$ cat src/rtl/maq_regressiva_if.sv
// Handshake and digit bus of the countdown timer: controls and preset in, remaining time and flags out.
interface maq_regressiva_if;
   logic       maqs_enable;
   logic       maqs_load;
   logic       maqs_start;
   logic       maqs_stop;
   logic [3:0] maqs_in_mlsd;
   logic [2:0] maqs_in_mmsd;
   logic [3:0] maqs_in_slsd;
   logic [2:0] maqs_in_smsd;
   logic [3:0] maqs_mlsd;
   logic [2:0] maqs_mmsd;
   logic [3:0] maqs_slsd;
   logic [2:0] maqs_smsd;
   logic       maqs_running;
   logic       maqs_done;
   logic       maqs_alarm;

   modport master (
      output maqs_enable, maqs_load, maqs_start, maqs_stop,
      output maqs_in_mlsd, maqs_in_mmsd, maqs_in_slsd, maqs_in_smsd,
      input  maqs_mlsd, maqs_mmsd, maqs_slsd, maqs_smsd,
      input  maqs_running, maqs_done, maqs_alarm
   );

   modport slave (
      input  maqs_enable, maqs_load, maqs_start, maqs_stop,
      input  maqs_in_mlsd, maqs_in_mmsd, maqs_in_slsd, maqs_in_smsd,
      output maqs_mlsd, maqs_mmsd, maqs_slsd, maqs_smsd,
      output maqs_running, maqs_done, maqs_alarm
   );
endinterface

$ cat src/rtl/maq_regressiva.sv
// MM:SS BCD countdown timer with pause, and an alarm that lasts ALARM_TICKS enable ticks.
module maq_regressiva #(
   parameter int ALARM_TICKS = 10
) (
   input  logic             maqs_clock,
   input  logic             maqs_reset,
   maq_regressiva_if.slave  bus
);

   typedef enum logic [1:0] {IDLE, RUN, PAUSE, ALARM} state_t;

   localparam logic [7:0] ALARM_LAST = 8'(ALARM_TICKS - 1);

   state_t     state_q, state_d;
   logic [3:0] mlsd_q, mlsd_d;
   logic [2:0] mmsd_q, mmsd_d;
   logic [3:0] slsd_q, slsd_d;
   logic [2:0] smsd_q, smsd_d;
   logic [7:0] tick_cnt_q, tick_cnt_d;
   logic       done_q, done_d;

   logic [3:0] ld_mlsd, ld_slsd, dec_mlsd, dec_slsd;
   logic [2:0] ld_mmsd, ld_smsd, dec_mmsd, dec_smsd;
   logic       ld_nonzero, cur_nonzero, dec_zero;

   assign ld_mlsd = (bus.maqs_in_mlsd > 4'd9) ? 4'd9 : bus.maqs_in_mlsd;
   assign ld_slsd = (bus.maqs_in_slsd > 4'd9) ? 4'd9 : bus.maqs_in_slsd;
   assign ld_mmsd = (bus.maqs_in_mmsd > 3'd5) ? 3'd5 : bus.maqs_in_mmsd;
   assign ld_smsd = (bus.maqs_in_smsd > 3'd5) ? 3'd5 : bus.maqs_in_smsd;

   assign ld_nonzero  = |{ld_mmsd, ld_mlsd, ld_smsd, ld_slsd};
   assign cur_nonzero = |{mmsd_q, mlsd_q, smsd_q, slsd_q};

   // One-second decrement with the borrow rippling from seconds up to tens of minutes.
   always_comb begin
      dec_slsd = slsd_q - 4'd1;
      dec_smsd = smsd_q;
      dec_mlsd = mlsd_q;
      dec_mmsd = mmsd_q;
      if (slsd_q == 4'd0) begin
         dec_slsd = 4'd9;
         dec_smsd = smsd_q - 3'd1;
         if (smsd_q == 3'd0) begin
            dec_smsd = 3'd5;
            dec_mlsd = mlsd_q - 4'd1;
            if (mlsd_q == 4'd0) begin
               dec_mlsd = 4'd9;
               dec_mmsd = mmsd_q - 3'd1;
            end
         end
      end
   end

   assign dec_zero = ~|{dec_mmsd, dec_mlsd, dec_smsd, dec_slsd};

   always_comb begin
      state_d    = state_q;
      mlsd_d     = mlsd_q;
      mmsd_d     = mmsd_q;
      slsd_d     = slsd_q;
      smsd_d     = smsd_q;
      tick_cnt_d = tick_cnt_q;
      done_d     = 1'b0;
      case (state_q)
         IDLE, PAUSE: begin
            // Start is judged against the freshly loaded value when both arrive together.
            if (bus.maqs_load) begin
               mlsd_d  = ld_mlsd;
               mmsd_d  = ld_mmsd;
               slsd_d  = ld_slsd;
               smsd_d  = ld_smsd;
               state_d = (bus.maqs_start && !bus.maqs_stop && ld_nonzero) ? RUN : IDLE;
            end else if (bus.maqs_stop) begin
               state_d = IDLE;
            end else if (bus.maqs_start && cur_nonzero) begin
               state_d = RUN;
            end
         end
         RUN: begin
            if (bus.maqs_stop) begin
               state_d = PAUSE;
            end else if (bus.maqs_enable && cur_nonzero) begin
               mlsd_d = dec_mlsd;
               mmsd_d = dec_mmsd;
               slsd_d = dec_slsd;
               smsd_d = dec_smsd;
               if (dec_zero) begin
                  state_d    = ALARM;
                  done_d     = 1'b1;
                  tick_cnt_d = 8'd0;
               end
            end
         end
         ALARM: begin
            if (bus.maqs_load) begin
               mlsd_d  = ld_mlsd;
               mmsd_d  = ld_mmsd;
               slsd_d  = ld_slsd;
               smsd_d  = ld_smsd;
               state_d = IDLE;
            end else if (bus.maqs_stop) begin
               state_d = IDLE;
            end else if (bus.maqs_enable) begin
               if (tick_cnt_q == ALARM_LAST) begin
                  state_d    = IDLE;
                  tick_cnt_d = 8'd0;
               end else begin
                  tick_cnt_d = tick_cnt_q + 8'd1;
               end
            end
         end
         default: state_d = IDLE;
      endcase
   end

   always_ff @(posedge maqs_clock or negedge maqs_reset) begin
      if (!maqs_reset) begin
         state_q    <= IDLE;
         mlsd_q     <= 4'd0;
         mmsd_q     <= 3'd0;
         slsd_q     <= 4'd0;
         smsd_q     <= 3'd0;
         tick_cnt_q <= 8'd0;
         done_q     <= 1'b0;
      end else begin
         state_q    <= state_d;
         mlsd_q     <= mlsd_d;
         mmsd_q     <= mmsd_d;
         slsd_q     <= slsd_d;
         smsd_q     <= smsd_d;
         tick_cnt_q <= tick_cnt_d;
         done_q     <= done_d;
      end
   end

   assign bus.maqs_mlsd    = mlsd_q;
   assign bus.maqs_mmsd    = mmsd_q;
   assign bus.maqs_slsd    = slsd_q;
   assign bus.maqs_smsd    = smsd_q;
   assign bus.maqs_running = (state_q == RUN);
   assign bus.maqs_alarm   = (state_q == ALARM);
   assign bus.maqs_done    = done_q;

endmodule

$ cat src/flat_wrapper.sv
// flat-port wrapper written by rule: the top's interface ports become plain ports
module maq_regressiva_flat 
#(
   parameter int ALARM_TICKS = 10
)
  (maqs_clock, maqs_reset, bus_maqs_enable, bus_maqs_load, bus_maqs_start, bus_maqs_stop, bus_maqs_in_mlsd, bus_maqs_in_mmsd, bus_maqs_in_slsd, bus_maqs_in_smsd, bus_maqs_mlsd, bus_maqs_mmsd, bus_maqs_slsd, bus_maqs_smsd, bus_maqs_running, bus_maqs_done, bus_maqs_alarm);
  maq_regressiva_if bus_i ();
  input  logic maqs_clock;
  input  logic maqs_reset;
  input wire logic [$bits(bus_i.maqs_enable)-1:0] bus_maqs_enable;
  input wire logic [$bits(bus_i.maqs_load)-1:0] bus_maqs_load;
  input wire logic [$bits(bus_i.maqs_start)-1:0] bus_maqs_start;
  input wire logic [$bits(bus_i.maqs_stop)-1:0] bus_maqs_stop;
  input wire logic [$bits(bus_i.maqs_in_mlsd)-1:0] bus_maqs_in_mlsd;
  input wire logic [$bits(bus_i.maqs_in_mmsd)-1:0] bus_maqs_in_mmsd;
  input wire logic [$bits(bus_i.maqs_in_slsd)-1:0] bus_maqs_in_slsd;
  input wire logic [$bits(bus_i.maqs_in_smsd)-1:0] bus_maqs_in_smsd;
  output wire logic [$bits(bus_i.maqs_mlsd)-1:0] bus_maqs_mlsd;
  output wire logic [$bits(bus_i.maqs_mmsd)-1:0] bus_maqs_mmsd;
  output wire logic [$bits(bus_i.maqs_slsd)-1:0] bus_maqs_slsd;
  output wire logic [$bits(bus_i.maqs_smsd)-1:0] bus_maqs_smsd;
  output wire logic [$bits(bus_i.maqs_running)-1:0] bus_maqs_running;
  output wire logic [$bits(bus_i.maqs_done)-1:0] bus_maqs_done;
  output wire logic [$bits(bus_i.maqs_alarm)-1:0] bus_maqs_alarm;
  assign bus_i.maqs_enable = bus_maqs_enable;
  assign bus_i.maqs_load = bus_maqs_load;
  assign bus_i.maqs_start = bus_maqs_start;
  assign bus_i.maqs_stop = bus_maqs_stop;
  assign bus_i.maqs_in_mlsd = bus_maqs_in_mlsd;
  assign bus_i.maqs_in_mmsd = bus_maqs_in_mmsd;
  assign bus_i.maqs_in_slsd = bus_maqs_in_slsd;
  assign bus_i.maqs_in_smsd = bus_maqs_in_smsd;
  assign bus_maqs_mlsd = bus_i.maqs_mlsd;
  assign bus_maqs_mmsd = bus_i.maqs_mmsd;
  assign bus_maqs_slsd = bus_i.maqs_slsd;
  assign bus_maqs_smsd = bus_i.maqs_smsd;
  assign bus_maqs_running = bus_i.maqs_running;
  assign bus_maqs_done = bus_i.maqs_done;
  assign bus_maqs_alarm = bus_i.maqs_alarm;
  maq_regressiva #(.ALARM_TICKS(ALARM_TICKS)) u_core (.maqs_clock(maqs_clock), .maqs_reset(maqs_reset), .bus(bus_i));
endmodule
$ cat config.mk
export PLATFORM = sky130hd
export DESIGN_NAME = maq_regressiva_flat
export DESIGN_NICKNAME = d
export VERILOG_FILES = /design/src/rtl/maq_regressiva_if.sv /design/src/rtl/maq_regressiva.sv /design/src/flat_wrapper.sv
export SDC_FILE = /design/constraint.sdc
export NUM_CORES = 1
export LEC_CHECK = 0
export BUFFER_PORTS_ARGS = -buffer_cell sky130_fd_sc_hd__buf_2
export CAP_MARGIN = 20
export CELL_PAD_IN_SITES_DETAIL_PLACEMENT = 2
export CELL_PAD_IN_SITES_GLOBAL_PLACEMENT = 2
export CORE_ASPECT_RATIO = 0.7
export CORE_MARGIN = 8
export CORE_UTILIZATION = 28
export CTS_CLUSTER_SIZE = 28
export DETAILED_ROUTE_END_ITERATION = 10
export GPL_ROUTABILITY_DRIVEN = 0
export PLACE_DENSITY_LB_ADDON = 0.1
export SLEW_MARGIN = 30
export SYNTH_ARGS = -nofsm -noshare
export SYNTH_HDL_FRONTEND = slang
export SYNTH_SLANG_ARGS = --single-unit
$ cat constraint.sdc
create_clock -name maqs_clock -period 2 [get_ports maqs_clock]
set_clock_uncertainty 0.2 [all_clocks]
set_input_delay 0.3 -clock maqs_clock [delete_from_list [all_inputs] [get_ports maqs_clock]]
set_output_delay 0.3 -clock maqs_clock [all_outputs]
set_load 0.01 [all_outputs]
* Yosys cells after proc, flatten, opt, wreduce, memory -nomap -nowiden
Cells that the tools add are included.
** Cells by class
- $lt $le $gt $ge :: 4
- Muxes and demuxes :: 53
- Div/mod/pow operators :: 0
- Reduce and logical (&&, ||, !) cells :: 18
- Add/sub/neg operators :: 5
- Bitwise gates (word level) :: 0
- Shift-type cells :: 0
- Equal/unequal tests :: 16
- Multipliers :: 0
** Operators with widths (number)
- two-way mux 8 bit :: 7
- two-way mux 4 bit :: 12
- OR reduction 14 bit :: 3
- two-way mux 3 bit :: 13
- two-way mux 2 bit :: 10
- one-hot mux 4 bit (2 select lines) :: 2
- one-hot mux 8 bit (2 select lines) :: 1
- one-hot mux 3 bit (2 select lines) :: 2
- != test 2 bit, second input constant :: 5
- adder 8 x 1 -> 8 bit, second input constant :: 1
- equality test 8 x 4 -> 1 bit, second input constant :: 1
- greater-than comparator 4 bit, second input constant :: 2
- logical NOT 4 bit :: 2
- != test 4 x 3 -> 1 bit, second input constant :: 2
- subtractor 4 x 1 -> 4 bit, second input constant :: 2
- AND reduction 7 bit :: 1
- greater-than comparator 3 bit, second input constant :: 2
- one-hot mux 2 bit (3 select lines) :: 1
- subtractor 3 x 1 -> 3 bit, second input constant :: 2
- two-way mux 1 bit :: 5
- AND reduction 5 bit :: 1
- equality test 2 bit, second input constant :: 2
- logical AND 1 bit :: 4
- != test 2 x 1 -> 1 bit, second input constant :: 2
- other kinds (11) :: 11
** Storage, ports and cells
- Input port bits :: 20
- Latch bits :: 0
- Register bits after elaboration :: 25
- Bits in writable memories :: 0
- Output and inout port bits :: 17
- Logic and storage cells :: 103
- Bits in read-only memories :: 0
- Memories :: 0

* Depth between registers and ports, before layout
- Word-level depth :: 9
- Gate-level depth with buffers :: 7
- Depth with buffers taken out :: 7

* Least setup slack after synthesis
OpenSTA, ideal clock, no wires.
- Path kind :: reg-to-reg
- Start :: reg u_core.slsd_q[0] (netlist: u_core.bus.maqs_slsd[0])
- End :: reg u_core.smsd_q[1] (netlist: u_core.bus.maqs_smsd[1])
- Arrival time :: 1770 ps
- Required time :: 1675 ps
- Clock period less this slack :: 2094 ps
- Setup time :: 125 ps
- Path buffers :: 1
- Setup slack :: -94 ps
- Cell stages (with the launch flop) :: 7
- Cells stage by stage :: dfrtp_1 -> buf_2 -> or4_1 -> nor2_1 -> mux2i_1 -> o21ai_0 -> mux2_2
** On the way
- Longest elaborated chain between the ends :: 5
- Elaborated cells between the ends (all ways) :: 9
- Those cells by class :: eq/ne (1); mux (4); reduce/logical (4)
** Ends and longest elaborated chain
- start, declared :: line maq_regressiva.sv:17 : logic [3:0] slsd_q, slsd_d;
- start signal, assigned :: line maq_regressiva.sv:129 : slsd_q <= slsd_d;
- logical NOT 4 bit :: line maq_regressiva.sv:40 : if (slsd_q == 4'd0) begin
- two-way mux 3 bit :: line maq_regressiva.sv:40
- two-way mux 3 bit :: line maq_regressiva.sv:82 : end else if (bus.maqs_enable && cur_nonzero) begin
- two-way mux 3 bit :: line maq_regressiva.sv:80 : if (bus.maqs_stop) begin
- one-hot mux 3 bit (2 select lines) :: line maq_regressiva.sv:64 : case (state_q)
- end signal, assigned :: line maq_regressiva.sv:130 : smsd_q <= smsd_d;
- end, declared :: line maq_regressiva.sv:18 : logic [2:0] smsd_q, smsd_d;
Several ways; a longest one is shown, not always the timed one. The select of a mux whose other input is x is not followed.
A chain may end at the register's enable or synchronous reset.

* Final worst setup path
- Start :: reg u_core.slsd_q[3] (netlist: u_core.bus.maqs_slsd[3])
- End :: reg u_core.mmsd_q[0] (netlist: u_core.bus.maqs_mmsd[0])
** On the way
- Longest elaborated chain between the ends :: 5
- Elaborated cells between the ends (all ways) :: 9
- Those cells by class :: eq/ne (1); mux (4); reduce/logical (4)
** Ends and longest elaborated chain
- logical NOT 4 bit :: line maq_regressiva.sv:40
- two-way mux 3 bit :: line maq_regressiva.sv:40
- two-way mux 3 bit :: line maq_regressiva.sv:82
- two-way mux 3 bit :: line maq_regressiva.sv:80
- one-hot mux 3 bit (2 select lines) :: line maq_regressiva.sv:64
- end signal, assigned :: line maq_regressiva.sv:128 : mmsd_q <= mmsd_d;
- end, declared :: line maq_regressiva.sv:16 : logic [2:0] mmsd_q, mmsd_d;
Several ways; a longest one is shown, not always the timed one. The select of a mux whose other input is x is not followed.

==> results.toml <==
[detailed_routing]
routed_via_density = 5.682
vias = 1983
wirelength_mm = 7.845
first_pass_iters = 4
drcViolationCount = 0
dr.first_iter.drc_count = 86
wl_per_cell_um = 22.48
final_antenna_net_count = 0

[floorplan]
coreArea_mm2 = 0.005727
dieHeight_um = 80.38
die_w_um = 108.0
ios = 37
design.die.area_mm2 = 0.008679
rows = 23
initial_core_util_pct = 28.95

[clock_network]
cts_sinks = 25
cts_htree_levels = 1
path_clk_slew_ns = 0.10
cts_buffer_depth = 2
cts-root-buf = "clkbuf_8"
clock_latency_ns = 0.28
tritoncts = "yes"
numCtsBuffers = 3

[synthesis]
synth_cells = 192
netlist_area_mm2 = 0.001658
yosysTopAreaCell = "dfrtp_1"
avgSynthCellArea_um2 = 8.635
ys_top_cells_by_area = "dfrtp_1, nor2_1, o21ai_0"
yosys.area_share.simple_pct = 25.43
synthArstFlopShare_pct = 100.0
synth.top_cell.area_share_pct = 37.74
ys_seq_area_share_pct = 37.74
synth_nets = 216
synth_cell_type_count = 51
synth-main-ff-cell = "dfrtp_1"
ys_ff_latch = 25
synthXorXnorAreaFrac_pct = 0
synth_edf_count = 0
synthMuxAreaShare_pct = 2.491
yosys_warnings = 0
yosysMostFrequentCell = "dfrtp_1"
synthAdderAreaFrac_pct = 3.019
synth_top_family_by_area = "compound AO/OA/AOI/OAI gates"
synth_compound_area_share_pct = 26.11
synth_common_cells = "dfrtp_1, nor2_1, o21ai_0"

[global_routing]
antenna_found_initial = 0
grt_max_degree = 26
overflow = 0
grt_first_pass_wirelength_mm = 12.17
grt_use_total_pct = 18.06
grt_pass1_vias = 2191

[timing]
rsz0062_at_grt = "true"
max_freq_mhz = 480.0
period_share_pct = 104.2
maxSlewViolCount = 0
slew_headroom_pct = 56.23
setup_viol = 14
post-route-min-period_ns = 2.084
finalHoldViolCount = 0
whs_ns = 0.1195
worst_slack_ns = -0.08354
worst_pin_slew_ns = 0.6565

[run_status]
status = "complete, but fails checks"
violations = "setup timing"

[setup_path]
cp_max_fo = 7
r2r_setup_slack_ns = -0.08
end_kind = "flop"
cp.arrival_ns = 2.06
r2r_cells = 5
critPathKind = "reg2reg"
worstReg2RegEnd = "u_core.bus.maqs_mmsd[0]$_DFFE_PN0P_"
timing.rr.start = "u_core.bus.maqs_slsd[3]$_DFFE_PN0P_"
start_kind = "flop"
crit_required_ns = 1.98

[layout]
postLayoutCellArea_mm2 = 0.002517
ff_latch_area_um2 = 626.9
layout-drive-gt1-share_pct = 43.43
fillCellCount = 640
syn_to_final_growth_pct = 51.85
multi_input_area_mm2 = 0.001101
diodes = 0
nets = 299
stdcell_count = 349
final_util_pct = 43.96

[pwr]
power.density_mw_per_mm2 = 805.5
worst_ir_drop_vdd_uv = 357.2
fin_total_pwr_w = 0.002028
p_leak_nw = 1.111

[placement]
port_buffers = 36
place_inst = 340
hpwl_mm = 5.731
placed_area_mm2 = 0.002250

[run]
drv_cap = 0

[worst_hold_path]
min_to = "u_core.state_q[0]$_DFFE_PN0P_"
hold_start = "bus_maqs_stop"
min_path_type = "in2reg"
hold_depth = 3
## where the power goes
part	leakage, nW	switching, W	internal (W)
Sequential	0.304	0.000126	0.000604
Clock	0.0228	0.000183	0.000143
Combinational	0.785	0.000514	0.000458
## logic make-up after synthesis
| family | after synthesis |
|---|---|
| AND/OR/NAND/NOR | 77 |
| adder cells (fa/ha/maj) | 4 |
| AO/OA/AOI/OAI | 62 |
| multiplexers | 4 |
| buffers and inverters | 20 |
| flip-flops | 25 |
## how the worst max path moves through the flow
stage	slack (ns)	from	end	cells after the start
2_1_floorplan	-0.06	u_core.bus.maqs_slsd[0]$_DFFE_PN0P_	u_core.bus.maqs_smsd[1]$_DFFE_PN0P_	6
3_3_place_gp	-0.07	u_core.bus.maqs_smsd[2]$_DFFE_PN0P_	u_core.tick_cnt_q[7]$_DFFE_PN0P_	7
3_5_place_dp	-0.21	u_core.bus.maqs_slsd[2]$_DFFE_PN0P_	u_core.tick_cnt_q[1]$_DFFE_PN0P_	7
4_1_cts	-0.11	u_core.bus.maqs_slsd[3]$_DFFE_PN0P_	u_core.bus.maqs_slsd[0]$_DFFE_PN0P_	7
5_1_grt	-0.18	u_core.bus.maqs_slsd[3]$_DFFE_PN0P_	u_core.bus.maqs_slsd[0]$_DFFE_PN0P_	7
6_report	-0.08	u_core.bus.maqs_slsd[3]$_DFFE_PN0P_	u_core.bus.maqs_mmsd[0]$_DFFE_PN0P_	5
## layer usage
| metal | up-vias | GRT usage, % | part of all wire, % |
|---|---|---|---|
| li1 | 895 | - | - |
| met1 | 1025 | 23.45 | 47 |
| met2 | 55 | 30.68 | 48 |
| met3 | 8 | 3.197 | 4.3 |
| met4 | 0 | 3.586 | 1.1 |
| met5 | - | 0 | 0 |
## per-stage QoR
stage	setup WS, ns	setup TNS [ns]
after floorplan	-0.05561	-0.05561
after global placement	-0.07361	-0.6369
after detailed placement	-0.2070	-2.769
after CTS	-0.1116	-1.005
after global routing	-0.1781	-2.634
final	-0.08354	-0.6068
## registers in the layout, summed over array words and instances, names as in the netlist
signal / count
u_core.bus.maqs_smsd: 3
u_core.bus.maqs_mmsd: 3
u_core.tick_cnt_q: 8
u_core.bus.maqs_done: 1
u_core.bus.maqs_slsd: 4
u_core.state_q: 2
u_core.bus.maqs_mlsd: 4
## area by class of cell
class | count | share of cell area, %
Timing Repair Buffer | 85 | 23.91
Sequential cell | 25 | 24.90
Clock buffer | 4 | 1.789
Tap cell | 75 | 3.728
Multi-Input combinational cell | 147 | 43.74
Inverter | 13 | 1.938
## critical path, stage by stage (launching register included)
cell	delay [ns]
dfrtp_1	0.43
buf_4	0.19
nor4_4	0.31
and4_1	0.28
or4b_1	0.45
o211a_1	0.12
## placed cells by master, fill, tap and decap left out, types with 3 or more instances in the layout
cell type	Yosys	layout
a21oi_1	10	9
a2bb2oi_1	3	3
a31oi_1	7	7
buf_2	3	36
buf_4	0	40
buf_6	1	5
clkbuf_8	0	3
dfrtp_1	25	24
ha_1	4	3
inv_1	11	10
mux2i_1	3	3
nand2_1	11	11
nand3_1	8	8
nand4_1	4	4
nor2_1	20	18
nor3_1	8	7
nor3b_1	3	3
nor4_1	6	3
nor4_4	0	3
o211ai_1	5	5
o21ai_0	13	7
o21ai_2	0	5
## repair_timing
action / 4_1_cts / 5_1_grt
hold endpoints to repair: 25 / 0
buffers inserted: 2 / 4
resized for setup: 37 / 10
endpoints found under the setup margin: 25 / 25
hold buffers: 1 / 0
pin swaps: 11 / 7
(Power assumes the default switching activity.)
